### config.mk
export PLATFORM = sky130hd
export DESIGN_NAME = convolutional_encoder
export DESIGN_NICKNAME = d
export VERILOG_FILES = /design/src/rtl/convolutional_encoder.sv
export SDC_FILE = /design/constraint.sdc
export NUM_CORES = 1
export LEC_CHECK = 0
export ABC_AREA = 1
export CORE_UTILIZATION = 25
export CTS_BUF_LIST = sky130_fd_sc_hd__clkbuf_2 sky130_fd_sc_hd__clkbuf_4 sky130_fd_sc_hd__clkbuf_8
export DETAILED_ROUTE_END_ITERATION = 8
export PLACE_DENSITY = 0.51
export SETUP_SLACK_MARGIN = 0.3
export SLEW_MARGIN = 40
export SYNTH_ARGS = -nofsm -noshare
export SYNTH_HDL_FRONTEND = slang
export SYNTH_SLANG_ARGS = --single-unit
### constraint.sdc
create_clock -name Clock -period 1.2 [get_ports Clock]
set_input_delay 0.24 -clock Clock [delete_from_list [all_inputs] [get_ports Clock]]
set_output_delay 0.24 -clock Clock [all_outputs]
set_load 0.02 [all_outputs]
### src/rtl/convolutional_encoder.sv
`default_nettype none
// ============================================================================
// Module  : convolutional_encoder
// Brief   : 802.11a K=7 rate-1/2 convolutional encoder (133/171 octal) with
//           optional 2/3 and 3/4 puncturing, enabled by CONV_ENCODER_PUNCTURE_EN.
// Revision: 1.0
// ============================================================================
module convolutional_encoder (
   input  logic       Clock,
   input  logic       Reset,
   input  logic       Start,
   input  logic [1:0] Rate,
   input  logic       InValid,
   input  logic       Input,
   output logic       InReady,
   output logic       OutValid,
   output logic       Output,
   input  logic       OutReady
);

   localparam logic [6:0] G0        = 7'o133;
   localparam logic [6:0] G1        = 7'o171;
   localparam logic [0:0] S_IDLE    = 1'b0;
   localparam logic [0:0] S_RUN     = 1'b1;
   localparam logic [1:0] RATE_1_2  = 2'b00;
   localparam logic [1:0] RATE_2_3  = 2'b01;
   localparam logic [1:0] RATE_3_4  = 2'b10;

   logic [0:0] state_q, state_d;
   logic [5:0] sr_q, sr_d;      // sr_q[5] = d1 ... sr_q[0] = d6
   logic [1:0] cnt_q, cnt_d;
   logic [1:0] buf_q, buf_d;    // buf_q[0] is the head
   logic [6:0] w_taps;
   logic       w_a, w_b;
   logic       w_first, w_second;
   logic [1:0] w_nload;
   logic       w_accept, w_pop;

   // Tap vector bit (6-k) holds dk, matching the generator bit ordering.
   assign w_taps   = {Input, sr_q};
   assign w_a      = ^(w_taps & G0);
   assign w_b      = ^(w_taps & G1);
   assign w_accept = InValid && InReady;
   assign w_pop    = OutValid && OutReady;
   assign Output   = buf_q[0];

`ifdef CONV_ENCODER_PUNCTURE_EN
   logic [1:0] phase_q, phase_d, w_phase_next;
   logic [1:0] rate_q, rate_d;

   always_comb begin
      w_first      = w_a;
      w_second     = w_b;
      w_nload      = 2'd2;
      w_phase_next = 2'd0;
      case (rate_q)
         RATE_2_3: begin
            if (phase_q == 2'd0) begin
               w_phase_next = 2'd1;
            end else begin
               w_second = 1'b0;
               w_nload  = 2'd1;
            end
         end
         RATE_3_4: begin
            case (phase_q)
               2'd0: w_phase_next = 2'd1;
               2'd1: begin
                  w_second     = 1'b0;
                  w_nload      = 2'd1;
                  w_phase_next = 2'd2;
               end
               default: begin
                  w_first  = w_b;
                  w_second = 1'b0;
                  w_nload  = 2'd1;
               end
            endcase
         end
         default: ;
      endcase
   end

   always_comb begin
      phase_d = phase_q;
      rate_d  = rate_q;
      if (Start) begin
         phase_d = 2'd0;
         rate_d  = Rate;
      end else if (w_accept) begin
         phase_d = w_phase_next;
      end
   end

   always_ff @(posedge Clock) begin
      if (Reset) begin
         phase_q <= 2'd0;
         rate_q  <= RATE_1_2;
      end else begin
         phase_q <= phase_d;
         rate_q  <= rate_d;
      end
   end
`else
   logic unused_rate;
   assign unused_rate = ^Rate;
   assign w_first     = w_a;
   assign w_second    = w_b;
   assign w_nload     = 2'd2;
`endif

   always_ff @(posedge Clock) begin
      if (Reset) begin
         state_q <= S_IDLE;
      end else begin
         state_q <= state_d;
      end
   end

   always_comb begin
      state_d = state_q;
      if (Start) begin
         state_d = S_RUN;
      end
   end

   always_comb begin
      InReady  = 1'b0;
      OutValid = 1'b0;
      if (state_q == S_RUN) begin
         InReady  = !Start && ((cnt_q == 2'd0) || ((cnt_q == 2'd1) && OutReady));
         OutValid = (cnt_q != 2'd0);
      end
   end

   // An accept only happens with the buffer empty or its last bit leaving,
   // so new bits always land at the head.
   always_comb begin
      sr_d  = sr_q;
      cnt_d = cnt_q;
      buf_d = buf_q;
      if (Start) begin
         sr_d  = 6'd0;
         cnt_d = 2'd0;
         buf_d = 2'd0;
      end else if (w_accept) begin
         sr_d  = {Input, sr_q[5:1]};
         buf_d = {w_second, w_first};
         cnt_d = w_nload;
      end else if (w_pop) begin
         buf_d = {1'b0, buf_q[1]};
         cnt_d = cnt_q - 2'd1;
      end
   end

   always_ff @(posedge Clock) begin
      if (Reset) begin
         sr_q  <= 6'd0;
         cnt_q <= 2'd0;
         buf_q <= 2'd0;
      end else begin
         sr_q  <= sr_d;
         cnt_q <= cnt_d;
         buf_q <= buf_d;
      end
   end

endmodule
`default_nettype wire

==> flow_metrics.env <==
export IMPL_cts_sinks=11
export IMPL_die_x_um=50.1
export IMPL_final_max_slew_viol_count=0
export IMPL_antenna_found_initial=0
export IMPL_fin_skew_ps=15.5
export IMPL_fin_crit_ps=1430
export IMPL_ys_seq_area_frac=0.380
export IMPL_dieHeight_um=50.1
export IMPL_yosys_area_share_simple=0.283
export IMPL_dp_cells=127
export IMPL_grt_pass1_wl_um=2460
export IMPL_crit_required_ps=960
export IMPL_synth_top_area_frac=0.380
export IMPL_synth_top_family_by_area="simple AND/OR/NAND/NOR gates"
export IMPL_port_buffer_count=8
export IMPL_ir_drop_v=0.000681
export IMPL_p_leak_nw=0.382
export IMPL_overflow=0
export IMPL_seqPwrFrac=0.465
export IMPL_fmax_mhz=700
export IMPL_cts_tree="yes"
export IMPL_hp_class="reg -> reg"
export IMPL_maxCapViolations=0
export IMPL_die_area_mm2=0.00251
export IMPL_ios=11
export IMPL_violations="negative setup slack"
export IMPL_grt_setup_unrepaired="true"
export IMPL_viasPerCell=4.52
export IMPL_worst_pin_slew_ps=199
export IMPL_cts_root_buffer="clkbuf_4"
export IMPL_switching_power_w=0.000217
export IMPL_drtAntennaViolNets=0
export IMPL_final_layout_size_suffix_gt1_frac=0.444
export IMPL_hpwlAfterDp_um=906
export IMPL_netSwitchingFraction=0.268
export IMPL_setup_viol=12
export IMPL_synth_cell_types=17
export IMPL_synth_fa_ha_area_frac=0.0432
export IMPL_synth_compound_area_frac=0.190
export IMPL_h_tree_depth=1
export IMPL_post_drt_wl_per_cell_um=10.8
export IMPL_routed_wl_um=1460
export IMPL_clock_latency_ps=270
export IMPL_cp_start_kind="flop"
export IMPL_nFillCells=229
export IMPL_setup_slack_ps=-228
export IMPL_n_antenna_cell=0
export IMPL_ctsLongestPathBuffers=2
export IMPL_place_gp_congestion=0.688
export IMPL_utilization=0.439
export IMPL_drc_errors=0
export IMPL_crit_arrival_ps=1190
export IMPL_critical_path_endpoint_type="primary output"
export IMPL_p_clk_frac=0.350
export IMPL_final_nets=119
export IMPL_ys_warn_count=0
export IMPL_period_share=1.19
export IMPL_grt_total_usage=0.134
export IMPL_syn_inst=82
export IMPL_syn_nets=92
export IMPL_grt_pass1_vias=618
export IMPL_initial_core_util=0.264
export IMPL_r2r_end="buf_q[1]"
export IMPL_first_pass_iters=3
export IMPL_path_max_fanout=2
export IMPL_critPathKind="reg -> out"
export IMPL_yosysTopAreaCell="dfxtp_1"
export IMPL_drt_iter0_drc=4
export IMPL_syn_area_um2=579
export IMPL_synthMuxAreaShare=0
export IMPL_worstHoldPathCells=2
export IMPL_hold_violations=0
export IMPL_yosys_register_bits=11
export IMPL_stdcell_count=136
export IMPL_syn_avg_cell_area_um2=7.06
export IMPL_r2r_slack_ps=-200
export IMPL_p_per_area_mw_per_mm2=842
export IMPL_pwr_share_comb=0.184
export IMPL_synthTopCellsByArea="dfxtp_1 38%, nand2_1 12%, a21oi_1 8.6%"
export IMPL_r2r_cells=9
export IMPL_status="complete, but fails checks"
export IMPL_max_slew_margin=0.866
export IMPL_cts_buffers=3
export IMPL_synth_xor_area_frac=0
export IMPL_cts_clk_slew_worst_paths_ps=80
export IMPL_internal_power_w=0.000593
export IMPL_core_mm2=0.00219
export IMPL_synthToLayoutAreaGrowth_pct=66.1
export IMPL_timing_rr_start="cnt_q[0]"
export IMPL_grt_max_degree=10
export IMPL_min_from="sr_q[4]"
export IMPL_vias=615
export IMPL_num_rows=17
export IMPL_worstHoldEndpoint="sr_q[4]"
[metrics by stage]
step / area [µm²] / power, W / setup slack [ps] / setup TNS (ps) / hold slack [ps]
after global placement: 806 / 0.000499 / -577 / -4300 / 473
final: 962 / 0.000810 / -228 / -2080 / 497
after detailed placement: 806 / 0.000500 / -596 / -4600 / 483
after CTS: 925 / 0.000821 / -240 / -2180 / 502
after floorplan: 627 / 0.000447 / -59.6 / -177 / 309
after global routing: 962 / 0.000869 / -282 / -2790 / 525
[critical path, cell delays in order (launching register included)]
cell and delay (ps):
dfxtp_4 380, inv_4 40, ha_4 160, a21oi_4 150
nor2_4 50, buf_6 120
[cell families after synthesis]
family | after synthesis
buffers and inverters | 14
flip-flops | 11
AO/OA/AOI/OAI | 20
AND/OR/NAND/NOR | 35
adder cells (fa/ha/maj) | 2
[timing repair]
action                     CTS  global route
hold buffers                 0             0
buffers inserted             2             2
pin swaps                    3             3
gates cloned                 1             0
setup endpoints to repair   13            14
gates resized for setup     35             7
[layer usage]
metal  routed length, µm  part of all wire  GRT usage
met5                   0                 0          0
met3                  71             0.048     0.0545
met1                 696              0.48      0.145
met2                 686              0.47      0.233
met4                   9            0.0061     0.0429
[sequential cells by signal (all words and copies together), names as in the netlist]
register / count
sr_q: 6
state_q: 1
buf_q: 2
cnt_q: 2
[cell usage in the layout, fill, tap and decap left out, drive strengths merged]
master	count
o21ai	7
a21oi	12
clkdlybuf4s50	5
a211oi	1
nor2	4
nor3	1
nand2	24
inv	13
nand3b	1
clkbuf	4
nand3	6
buf	17
dfxtp	11
ha	2
[final cells by class]
| class | instances | area [µm²] | share of cell area |
|---|---|---|---|
| well taps | 28 | 35.0 | 0.0364 |
| clock buffers | 4 | 30.0 | 0.0312 |
| inverters | 13 | 53.8 | 0.0559 |
| flip-flops and latches | 11 | 226 | 0.235 |
| multi-input cells | 58 | 417 | 0.433 |
| repair buffers | 22 | 200 | 0.208 |
[Yosys cell counts, drive strengths merged]
| cell | n |
|---|---|
| nand3b | 1 |
| buf | 1 |
| a21oi | 12 |
| inv | 12 |
| nor2 | 4 |
| o21ai | 7 |
| clkinv | 1 |
| nand3 | 6 |
| nor3 | 1 |
| dfxtp | 11 |
| ha | 2 |
| nand2 | 23 |
| a211oi | 1 |
[power by group through the flow]
stage / clock network [W] / registers [W] / logic, W
after global routing: 0.000329 / 0.000378 / 0.000162
after global placement: 0 / 0.000386 / 0.000113
after CTS: 0.000300 / 0.000379 / 0.000143
final: 0.000284 / 0.000377 / 0.000149
after detailed placement: 0 / 0.000387 / 0.000114
after floorplan: 0 / 0.000386 / 0.0000612
[how the worst max path moves through the flow]
stage,start,to,slack [ps],cells past startpoint
detailed placement,OutReady,InReady,-600,4
global placement,OutReady,InReady,-580,4
CTS,cnt_q[0],InReady,-240,5
floorplan,cnt_q[1],sr_q[3],-60,8
global route,cnt_q[0],InReady,-280,5
finish,cnt_q[0],InReady,-230,5
Note: power is estimated with default switching activity, not from simulation.
